[config.mk]
export PLATFORM = sky130hd
export DESIGN_NAME = mac_table_ctrl
export DESIGN_NICKNAME = d
export VERILOG_FILES = /design/src/rtl/mac_table_ctrl_pkg.sv /design/src/rtl/mac_table_ctrl_free_enc.sv /design/src/rtl/mac_table_ctrl.sv
export SDC_FILE = /design/constraint.sdc
export NUM_CORES = 1
export LEC_CHECK = 0
export ABC_AREA = 1
export BUFFER_PORTS_ARGS = -buffer_cell sky130_fd_sc_hd__buf_2
export CORE_ASPECT_RATIO = 0.75
export CORE_MARGIN = 3
export CORE_UTILIZATION = 40
export CTS_CLUSTER_SIZE = 12
export DETAILED_ROUTE_END_ITERATION = 6
export PLACE_DENSITY = 0.7
export SYNTH_ARGS = -nofsm -noshare
export SYNTH_HDL_FRONTEND = slang
export SYNTH_SLANG_ARGS = --single-unit
[constraint.sdc]
create_clock -name clk -period 7.3 [get_ports clk]
set_clock_uncertainty 0.05 [all_clocks]
set_input_delay 1.095 -clock clk [delete_from_list [all_inputs] [get_ports clk]]
set_output_delay 1.095 -clock clk [all_outputs]
set_load 0.02 [all_outputs]
[src/rtl/mac_table_ctrl_pkg.sv]
// Shared definitions for the MAC-learning table controller.
package mac_table_defs;
  localparam int MAC_WIDTH_DEF = 48;
  localparam int MISS_PORT     = 0;

  typedef enum logic [2:0] {
    ST_IDLE    = 3'd0,
    ST_CMP     = 3'd1,
    ST_LRN_WR  = 3'd2,
    ST_WR_WAIT = 3'd3,
    ST_AGE     = 3'd4
  } state_t;
endpackage

[src/rtl/mac_table_ctrl_free_enc.sv]
// Lowest-index free-entry encoder over the table valid vector.
module mac_table_free_enc #(
  parameter int ADDR_WIDTH = 5
) (
  input  logic [(1<<ADDR_WIDTH)-1:0] valid,
  output logic [ADDR_WIDTH-1:0]      free_idx,
  output logic                       full
);
  // Scan from the top down so the lowest clear bit wins.
  always_comb begin
    free_idx = {ADDR_WIDTH{1'b0}};
    full     = &valid;
    for (int i = (1 << ADDR_WIDTH) - 1; i >= 0; i--) begin
      free_idx = valid[i] ? free_idx : ADDR_WIDTH'(i);
    end
  end
endmodule

[src/rtl/mac_table_ctrl.sv]
// Sequences lookups, learns and the age sweep onto a single-ported MAC CAM,
// owning the per-entry valid/age/port state.
module mac_table_ctrl
  import mac_table_defs::*;
#(
  parameter int MAC_WIDTH   = MAC_WIDTH_DEF,
  parameter int ADDR_WIDTH  = 5,
  parameter int PORT_WIDTH  = 2,
  parameter int CMP_LATENCY = 1
) (
  input  logic                  clk,
  input  logic                  rst,
  input  logic                  lkp_valid,
  output logic                  lkp_ready,
  input  logic [MAC_WIDTH-1:0]  lkp_mac,
  output logic                  res_valid,
  output logic                  res_hit,
  output logic [PORT_WIDTH-1:0] res_port,
  input  logic                  lrn_valid,
  output logic                  lrn_ready,
  input  logic [MAC_WIDTH-1:0]  lrn_mac,
  input  logic [PORT_WIDTH-1:0] lrn_port,
  output logic                  lrn_drop,
  input  logic                  age_tick,
  output logic [ADDR_WIDTH:0]   entry_count,
  output logic [ADDR_WIDTH-1:0] cam_write_addr,
  output logic [MAC_WIDTH-1:0]  cam_write_data,
  output logic                  cam_write_delete,
  output logic                  cam_write_enable,
  input  logic                  cam_write_busy,
  output logic [MAC_WIDTH-1:0]  cam_compare_data,
  input  logic                  cam_match,
  input  logic [ADDR_WIDTH-1:0] cam_match_addr
);
  localparam int ENTRIES = 1 << ADDR_WIDTH;
  localparam logic [ADDR_WIDTH:0] COUNT_MAX = (ADDR_WIDTH+1)'(ENTRIES);

  state_t                 state, state_nxt;
  logic [ENTRIES-1:0]     valid, age;
  logic [PORT_WIDTH-1:0]  port_tbl [ENTRIES];
  logic [MAC_WIDTH-1:0]   key;
  logic [PORT_WIDTH-1:0]  key_port;
  logic                   key_lrn, last_lrn, sweep_pending;
  logic [2:0]             wait_cnt;
  logic [ADDR_WIDTH-1:0]  wr_addr, sweep_ptr, free_idx;
  logic                   table_full, grant_lkp, grant_lrn, sample, hit, age_del;

  mac_table_free_enc #(.ADDR_WIDTH(ADDR_WIDTH)) u_free_enc (
    .valid    (valid),
    .free_idx (free_idx),
    .full     (table_full)
  );

  assign sample    = (state == ST_CMP) && (wait_cnt == 3'(CMP_LATENCY));
  assign hit       = cam_match && valid[cam_match_addr];
  assign age_del   = (state == ST_AGE) && valid[sweep_ptr] && !age[sweep_ptr];
  assign lkp_ready = grant_lkp;
  assign lrn_ready = grant_lrn;
  assign res_valid = sample && !key_lrn;
  assign res_hit   = res_valid && hit;
  assign res_port  = res_hit ? port_tbl[cam_match_addr] : PORT_WIDTH'(MISS_PORT);
  assign lrn_drop  = sample && key_lrn && !hit && table_full;
  assign cam_compare_data = key;

  // Arbitration: on a tie, grant whichever side was not served last.
  always_comb begin
    grant_lkp = 1'b0;
    grant_lrn = 1'b0;
    if (state == ST_IDLE && !cam_write_busy) begin
      if (lkp_valid && lrn_valid) begin
        grant_lkp = last_lrn;
        grant_lrn = !last_lrn;
      end else begin
        grant_lkp = lkp_valid;
        grant_lrn = lrn_valid;
      end
    end else begin
      grant_lkp = 1'b0;
      grant_lrn = 1'b0;
    end
  end

  // Next state and CAM write port drive.
  always_comb begin
    state_nxt        = state;
    cam_write_enable = 1'b0;
    cam_write_delete = 1'b0;
    cam_write_addr   = {ADDR_WIDTH{1'b0}};
    cam_write_data   = {MAC_WIDTH{1'b0}};
    case (state)
      ST_IDLE: begin
        if (grant_lkp || grant_lrn) begin
          state_nxt = ST_CMP;
        end else if (sweep_pending && !lkp_valid && !lrn_valid && !cam_write_busy) begin
          state_nxt = ST_AGE;
        end else begin
          state_nxt = ST_IDLE;
        end
      end
      ST_CMP: begin
        if (sample) begin
          state_nxt = (key_lrn && !hit && !table_full) ? ST_LRN_WR : ST_IDLE;
        end else begin
          state_nxt = ST_CMP;
        end
      end
      ST_LRN_WR: begin
        cam_write_enable = 1'b1;
        cam_write_addr   = wr_addr;
        cam_write_data   = key;
        state_nxt        = ST_WR_WAIT;
      end
      ST_WR_WAIT: state_nxt = cam_write_busy ? ST_WR_WAIT : ST_IDLE;
      ST_AGE: begin
        if (age_del) begin
          cam_write_enable = 1'b1;
          cam_write_delete = 1'b1;
          cam_write_addr   = sweep_ptr;
          state_nxt        = ST_WR_WAIT;
        end else begin
          state_nxt = ST_IDLE;
        end
      end
      default: state_nxt = ST_IDLE;
    endcase
  end

  // Controller registers, request latch and per-entry table state.
  always_ff @(posedge clk or posedge rst) begin
    if (rst) begin
      state         <= ST_IDLE;
      valid         <= {ENTRIES{1'b0}};
      age           <= {ENTRIES{1'b0}};
      key           <= {MAC_WIDTH{1'b0}};
      key_port      <= {PORT_WIDTH{1'b0}};
      key_lrn       <= 1'b0;
      last_lrn      <= 1'b1;
      sweep_pending <= 1'b0;
      wait_cnt      <= 3'd0;
      wr_addr       <= {ADDR_WIDTH{1'b0}};
      sweep_ptr     <= {ADDR_WIDTH{1'b0}};
      entry_count   <= {(ADDR_WIDTH+1){1'b0}};
      for (int i = 0; i < ENTRIES; i++) port_tbl[i] <= {PORT_WIDTH{1'b0}};
    end else begin
      state <= state_nxt;
      if (grant_lkp || grant_lrn) begin
        key      <= grant_lkp ? lkp_mac : lrn_mac;
        key_port <= lrn_port;
        key_lrn  <= grant_lrn;
        last_lrn <= grant_lrn;
        wait_cnt <= 3'd0;
      end else if (state == ST_CMP && !sample) begin
        wait_cnt <= wait_cnt + 3'd1;
      end
      if (sample) begin
        if (hit) begin
          age[cam_match_addr] <= 1'b1;
          if (key_lrn) port_tbl[cam_match_addr] <= key_port;
        end else if (key_lrn && !table_full) begin
          wr_addr <= free_idx;
        end
      end
      if (state == ST_LRN_WR) begin
        valid[wr_addr]    <= 1'b1;
        age[wr_addr]      <= 1'b1;
        port_tbl[wr_addr] <= key_port;
        if (entry_count != COUNT_MAX) entry_count <= entry_count + 1'b1;
      end
      if (state == ST_AGE) begin
        if (valid[sweep_ptr] && age[sweep_ptr]) begin
          age[sweep_ptr] <= 1'b0;
        end else if (age_del) begin
          valid[sweep_ptr] <= 1'b0;
          if (entry_count != {(ADDR_WIDTH+1){1'b0}}) entry_count <= entry_count - 1'b1;
        end
        sweep_ptr <= sweep_ptr + 1'b1;
      end
      // Ticks during a pending or running sweep fold into it; wrap ends it.
      if (state == ST_AGE && (&sweep_ptr)) begin
        sweep_pending <= 1'b0;
      end else if (age_tick) begin
        sweep_pending <= 1'b1;
      end
    end
  end
endmodule

==> Word level (Yosys, flattened, before mapping) <==
Cells that the tools add are included.
Widths: inputs -> output; s select.
{ "op_classes": {"reduce_logical": 42, "eq_ne": 6, "order_cmp": 10, "mul": 0, "addsub": 4, "div_mod_pow": 0, "n_bitwise": 9, "n_mux": 95, "n_shift": 0} }
{ "ops": {"columns": ["operator", "count"], "rows": [
  ["$mux 32", 9],
  ["$mux 64", 4],
  ["$mux 5", 33],
  ["$bwmux 64", 2],
  ["$mux 48", 2],
  ["$or 32x32->32", 3],
  ["$and 32x32->32", 2],
  ["$mux 6", 6],
  ["$not 32->32", 1],
  ["$reduce_and 32->1", 1],
  ["$logic_and 1x1->1", 25],
  ["$demux 2 s5", 2],
  ["$lt 5x6->1 const B", 3],
  ["$mux 2", 9],
  ["$bmux 1 s5", 3],
  ["$demux 1 s5", 3],
  ["$ge 5x1->1 const B", 3],
  ["$pmux 3 s5", 1],
  ["$mux 1", 14],
  ["$ge 6x6->1 const B", 2],
  ["$lt 6x1->1 const B", 2],
  ["$mux 3", 4],
  ["$not 5->6", 2],
  ["$bmux 2 s5", 1],
  ["other kinds (18)", 29]
]} }
{ "totals": {"latch_bits": 0, "register_bits": 203, "mem_bits_ro": 0, "in_bits": 110, "ram_bits": 0, "word_cells": 210, "output_inout_bits": 116, "memories": 0} }

==> Longest topological paths before layout <==
Gate-level depths: netlist of the first run.
{ "logic_depth": {"word_depth": 32, "depth_mapped": 33, "ltp_nobuf": 33} }

==> Modules after synthesis <==
Synthesis of the first run repeated with hierarchy kept, for this count alone.
{ "hier_totals": {"hier_cells": 1803, "area_unflattened_um2": 12220.5} }
{ "modules_own_cells": {"columns": ["module", "cells_each", "instances", "seq_area_each_um2", "area_per_inst_um2"], "rows": [
  ["mac_table_ctrl", 1723, 1, 5081.1, 11881.4],
  ["mac_table_free_enc", 80, 1, 0.0, 339.1]
]} }

==> Worst setup path after synthesis of the first run <==
Ideal clock, no wire load.
{ "synth_timing": {"kind": "in2out", "from": "input port cam_match_addr[0]", "to": "output port res_port[0]", "arrival_time_ps": 3127, "slack_ps": 3028, "path_buffers": 1, "path_stages": 12, "t_required_ps": 6155, "path_cell_list": "nor2_1 -> inv_2 -> buf_2 -> o22ai_1 -> o21ai_0 -> o211ai_1 -> nand2_1 -> inv_2 -> nand2_1 -> nor2_1 -> inv_1 -> nor3_1"} }
{ "synth_between": {"elab_chain_cells": 5, "word_cells_on_any_way": 9, "classes_between": "mux (6); bitwise (1); reduce/logical (2)"} }
{ "synth_rtl": {"columns": ["element", "line", "text"], "rows": [
  ["start: declaration", "mac_table_ctrl.sv:33", "input logic [ADDR_WIDTH-1:0] cam_match_addr"],
  ["$bmux 1 s5", "mac_table_ctrl.sv:55", "assign hit = cam_match && valid[cam_match_addr];"],
  ["$mux 1 (implied by the code)", "mac_table_ctrl.sv:55", null],
  ["$logic_and 1x1->1", "mac_table_ctrl.sv:55", null],
  ["$logic_and 1x1->1", "mac_table_ctrl.sv:60", "assign res_hit = res_valid && hit;"],
  ["net res_hit", "mac_table_ctrl.sv:17", "output logic res_hit,"],
  ["$mux 2", "mac_table_ctrl.sv:61", "assign res_port = res_hit ? port_tbl[cam_match_addr] : PORT_WIDTH'(MISS_PORT);"],
  ["end: declaration", "mac_table_ctrl.sv:18", "output logic [PORT_WIDTH-1:0] res_port,"]
]} }
The timed path passes the listed nets, and every way through them passes these cells. The select of a mux whose other input is x is not followed.

==> Final worst setup path of the first run <==
{ "layout_timing": {"from": "register state[0]", "to": "output port cam_write_delete"} }
{ "layout_between": {"elab_chain_cells": 5} }
{ "layout_rtl": {"columns": ["element", "line", "text"], "rows": [
  ["start: declaration", "mac_table_ctrl.sv:38", "state_t state, state_nxt;"],
  ["start signal: assignment", "mac_table_ctrl.sv:145", "state <= state_nxt;"],
  ["$eq 3x3->1 (*)", "mac_table_ctrl.sv:56, mac_table_ctrl.sv:90", null],
  ["$logic_and 1x1->1 (2 in a row)", "mac_table_ctrl.sv:56", "assign age_del = (state == ST_AGE) && valid[sweep_ptr] && !age[sweep_ptr];"],
  ["$mux 1", "mac_table_ctrl.sv:115", "if (age_del) begin"],
  ["$mux 1 (*)", "mac_table_ctrl.sv:90", "case (state)"],
  ["end: declaration", "mac_table_ctrl.sv:28", "output logic cam_write_delete,"]
]} }
Mark *: on every way between the ends. The rest lies on a longest branch, timed or not.

==> metrics, run 1 <==
total power around 0.0046 W; I/O Buffers 225; cell area after synthesis approximately 11000 µm²; type of origin of the critical path register; Setup Buffers After CTS 0; Core Util, Final 49.3%; Setup TNS Final 0 ps; Crit Path Max Fanout 35; Net count, final ~1700; Resize count post-CTS 0; Leakage 6.01 nW; Reg area a little over 5000 µm²; design area around 13000 µm²; Mapped Cells 1432; Synth top area share 46.2%; worst r2r src sweep_ptr[1]; number of synthesis warnings 0; Non-Filler Instances slightly below 2000; Syn Nets around 1600; CTS sink cnt about 200; RSZ-0062 raised after global routing false; Setup crit start state[0]; Seq cells post-synth approximately 200; htree depth 1; HP Start last_lrn; TritonRoute pass-1 iters 6; global-route wire length before repair about 64000 µm; Detail Route Antenna Nets 0; Area contributors post-synth dfrtp_1 46%, nor2_1 9.7%, inv_1 6.7%; Hold Buf Count CTS 0; final setup vio count 0; cells on worst reg2reg path 11; RR Endpoint age[23]; upper clock frequency limit between 150 and 200 MHz; Placer Congestion roughly 1.0; Max IR drop VDD approximately 0.21 mV; number of global-route vias before repair 10700; Die Wd between 150 and 200 µm; Yosys cell types 39; core area roughly 26000 µm²; status finished clean; detailed-route wire length per cell around 21 µm; final slew viol count 0; Max-cap violations 0; syn avg cell area ~7.6 µm²; CTS Root Cell clkbuf_16; HPWL after DPL about 31000 µm; CP Class register to output port; grt total ovfl 0; worst skew pair latency 530 ps; Iteration-0 DRC Markers roughly 1500; pwr dens about 360 nW/µm²; R2R setup slack 3320 ps; Hold Violations, Final 0; die area 29400 µm²; # DRC 0; routed via count between 10000 and 15000; Tightest Pin Transition between 1000 and 1500 ps; initial antenna violation count 3; Async SR Flop Fraction 100%; Hold Crit Endpoint last_lrn; die span in y roughly 150 µm; clk buf depth 3; TritonCTS buffer count 23; nature of the critical path endpoint output port; GRT Resource Usage Total 28.2%; Period minus WS final ~5400 ps; CTS clock-pin slew for the worst setup and hold paths about 60 ps; placed cells between 1500 and 2000; relative slew slack between 20% and 30%; CTS tree yes; leading area contributor after synthesis dfrtp_1; dominant register cell in the synthesized netlist dfrtp_1; area of the multi-input gates approximately 4800 µm²; Worst Path Required slightly above 6000 ps; Final Cycle Share 73.6%; Fill cells approximately 2600; io pins between 200 and 250; largest net degree at the start of global routing 146; DRT Wirelength about 42000 µm; register area share after synthesis a little under half; share of post-route cells with drive strength above 1 roughly 18%; synth cell count leaders 284 x nor2_1, 202 x dfrtp_1, 195 x inv_1; Hold Crit Class register to register; Worst Path Arrival 4230 ps; Area Growth Syn to Fin 18.9%; number of flops mapped to enable cells by yosys 0; vias per std cell ~5.7; cell with the most instances after synthesis nor2_1; placed cell areas ~12000 µm²; Rows 51; Starting Density 41.4%; WHS Path Cells 2
## through the flow
stage / hold slack, ps / setup slack (ps)
2_1_floorplan: 394 / 618
3_3_place_gp: 407 / 2540
3_5_place_dp: 411 / 2480
4_1_cts: 421 / 2100
5_1_grt: 437 / 1830
6_report: 419 / 1930
## worst max-delay path by stage
stage / to / slack (ps)
after global routing: cam_write_delete / 1830
final: cam_write_delete / 1930
after detailed placement: res_port[1] / 2480
after global placement: res_port[1] / 2540
after floorplan: age[0] / 620
after CTS: cam_write_delete / 2100
## layout make-up
type	count	area share, %
inverters	212	6.17
well taps	344	3.31
clock inverters	9	0.778
repair buffers	230	8.94
diodes	1	0.0192
multi-input cells	951	36.9
flip-flops and latches	203	39.0
clock buffers	30	4.85
## state kept, by name, indices dropped and copies added (netlist names), 5 cells and up
name	count
age	32
cam_compare_data	48
entry_count	6
port_tbl	64
sweep_ptr	5
valid	32
wr_addr	5
## critical path, stage by stage (launching register included)
cell and delay (ps):
dfrtp_1 400, nor2_1 110, nand2_1 430, inv_1 910
nand4_1 680, inv_2 850, buf_2 300
## where the power goes
part / switching [W] / internal [W] / leakage (nW)
sequential: 0.000235 / 0.00142 / 2.31
combinational: 0.00131 / 0.000523 / 3.34
clock: 0.000479 / 0.000678 / 0.362
total: 0.00202 / 0.00262 / 6.01
## layout by cell type, fill, tap and decap left out, types with 5 or more instances in the layout
cell type / synthesis / layout
nor3_2: 11 / 11
nor3_1: 23 / 23
o21ai_1: 36 / 36
dfrtp_1: 202 / 202
clkinv_2: 0 / 5
buf_4: 1 / 5
a22oi_1: 10 / 10
inv_1: 195 / 193
nor4_1: 7 / 7
o22ai_1: 101 / 101
o41ai_1: 11 / 11
ha_1: 10 / 10
nand3_1: 18 / 18
o21ai_0: 116 / 116
buf_2: 12 / 225
inv_2: 17 / 18
nand2_1: 138 / 137
a32oi_1: 27 / 27
xor2_1: 9 / 9
nor2_1: 284 / 284
clkbuf_16: 0 / 23
nand4_1: 7 / 7
a31oi_1: 9 / 9
a21oi_1: 111 / 111
## routing by layer
layer	global-route usage [%]	up-vias	routed length (µm)	part of all wire [%]
met3	8.76	72	5140	12
met1	41.9	5400	18800	44
met2	40.6	624	17400	41
met5	0	-	26	0.061
li1	-	5199	-	-
met4	5.84	6	900	2.1
## logic make-up (layout without fill, tap and decap cells)
group	Yosys count	count (layout)	synth area share (%)
other	0	1	0
AND/OR/NAND/NOR	496	496	18.7
XOR/XNOR	10	10	0.800
AO/OA/AOI/OAI	434	434	23.2
buffers and inverters	278	481	9.70
flip-flops	203	203	46.4
adder cells (fa/ha/maj)	10	10	1.14
multiplexers	1	1	0.103
Note: power is estimated with default switching activity, not from simulation.
==> run 2: changes to the inputs <==
- clock period: 7.3 -> 5.3 ns (I/O delays scaled with it)
==> metrics, run 2 (synthesized netlist as in run 1, its figures left out) <==
Tightest Pin Transition 1100 ps (-59.8 ps); routed via count 11400 (+0.62%); htree depth 1 (unchanged); pwr dens 483 nW/µm² (+36%); CTS sink cnt 203 (unchanged); worst skew pair latency 520 ps (about the same); Final Cycle Share 87.4%; Leakage 6.01 nW (-0.13%); die area 29400 µm² (unchanged); # DRC 0 (unchanged); Worst Path Arrival 3790 ps (-440 ps); number of global-route vias before repair 10800 (+1.1%); Net count, final 1746 (+0.29%); die span in y 149 µm (unchanged); CTS clock-pin slew for the worst setup and hold paths 60 ps (about the same); RSZ-0062 raised after global routing false; Placer Congestion 0.993 (-4.0%); I/O Buffers 225 (unchanged); Reg with most FFs port_tbl; type of origin of the critical path register; Iteration-0 DRC Markers 1362 (-9.3%); largest net degree at the start of global routing 139 (-4.8%); Rows 51 (unchanged); final setup vio count 0 (unchanged); CP cell instances inv_2 -> o21ai_0 -> o21ai_0 -> a2111oi_2 -> nand4_1 -> o22ai_1 -> buf_2; nature of the critical path endpoint output port; Max-cap violations 0 (unchanged); grt total ovfl 0 (unchanged); Fill cells 2628 (-0.11%); Period minus WS final roughly 4600 ps; TritonCTS buffer count 22 (-4.3%); CTS Root Cell clkbuf_16; Resize count post-CTS 0 (unchanged); total power 0.00628 W (+35%); status finished clean; core area 26400 µm² (unchanged); Die Wd 197 µm (unchanged); relative slew slack 26.9% (+4.0 points); Critical-path top delay cell dfrtp_1; Hold Crit Class input port to asynchronous set/reset pin; initial antenna violation count 3 (unchanged); Area Growth Syn to Fin 18.8%; DRT Wirelength 41300 µm (-2.4%); share of post-route cells with drive strength above 1 18.4% (about the same); CTS tree yes; fin worst setup slack 669 ps (-1260 ps); detailed-route wire length per cell 20.9 µm (-2.4%); io pins 226 (unchanged); Setup Buffers After CTS 0 (unchanged); Setup TNS Final 0 ps (unchanged); Crit path largest cell delay 940 ps (+30 ps); Inserted Diodes 0 (-1); TritonRoute pass-1 iters 6 (unchanged); Hold Buf Count CTS 0 (unchanged); Worst path most repeated cell o21ai_0; vias per std cell 5.74 (+0.62%); Max IR drop VDD 0.339 mV (+62%); HPWL after DPL 30400 µm (-2.8%); Non-Filler Instances 1980 (unchanged); Core Util, Final 49.2% (-0.076 points); Detail Route Antenna Nets 0 (unchanged); Crit Path Max Fanout 21 (-40%); commonest non-fill, non-tap cells in the layout 284 x nor2_1, 225 x buf_2, 202 x dfrtp_1, 193 x inv_1, 137 x nand2_1; commonest non-fill, non-tap cell in the layout nor2_1; clk buf depth 3 (unchanged); Starting Density 41.4% (unchanged); setup slack at placement 1040 ps (-1430 ps); placed cells 1946 (+0.31%); Hold Violations, Final 0 (unchanged); max reg flops 64 (unchanged); final slew viol count 0 (unchanged); Worst Path Required 4450 ps (-1700 ps); CP Class register to output port; GRT Resource Usage Total 27.6% (-0.65 points); global-route wire length before repair 63200 µm (-1.7%); upper clock frequency limit approximately 220 MHz
run 2: cell count changes in the layout (fill, tap and decap cells not counted), sizes merged:
cell	before	now
inv	213	211
buf	230	236
clkbuf	30	29
clkinv	5	4
bufinv	2	1
diode	1	0
run 2: critical path: cells and delay by family (launching register included):
family / cells / cell delay (ps)
simple gates: 1 / 550
buf+inv: 2 / 660
flops: 1 / 940
compound gates: 4 / 1110
run 2: final timing paths:
check	start	to	slack, ps	cells past startpoint
setup / recovery	sweep_ptr[1]	cam_write_addr[3]	670	7
hold / removal	rst	wr_addr[2]	140	2
setup reg to reg	sweep_ptr[1]	valid[9]	1430	8
hold reg to reg	last_lrn	last_lrn	420	2
max in group asynchronous	rst	age[8]	4040	3
min in group clk	last_lrn	last_lrn	420	2
run 2: metrics by stage:
| stage | hold slack, ps | area [µm²] |
|---|---|---|
| 3_5_place_dp | 412 | 12300 |
| 6_report | 142 | 13000 |
| 5_1_grt | 165 | 13000 |
| 2_1_floorplan | 394 | 11000 |
| 3_3_place_gp | 405 | 12300 |
| 4_1_cts | 139 | 13000 |
run 2: area by class of cell:
class	count	area [µm²]	share of cell area (%)
flip-flops and latches	203	5080	39.1
multi-input cells	951	4810	37.0
repair buffers	236	1220	9.39
inverters	212	800	6.15
clock buffers	29	597	4.59
well taps	344	430	3.31
clock inverters	5	65.1	0.500
run 2: power by group:
group / switching, W / leakage (nW) / total [W] / internal (W)
sequential: 0.000325 / 2.31 / 0.00228 / 0.00195
combinational: 0.00179 / 3.37 / 0.00253 / 0.000736
clock: 0.000637 / 0.324 / 0.00147 / 0.000837
total: 0.00276 / 6.01 / 0.00628 / 0.00352
run 2: metal layers:
| metal | vias up | GRT usage, % | part of all wire (%) |
|---|---|---|---|
| li1 | 5209 | - | - |
| met1 | 5504 | 40.6 | 45 |
| met2 | 584 | 40.4 | 42 |
| met3 | 68 | 8.31 | 11 |
| met4 | 6 | 5.66 | 1.9 |
| met5 | - | 0 | 0.10 |
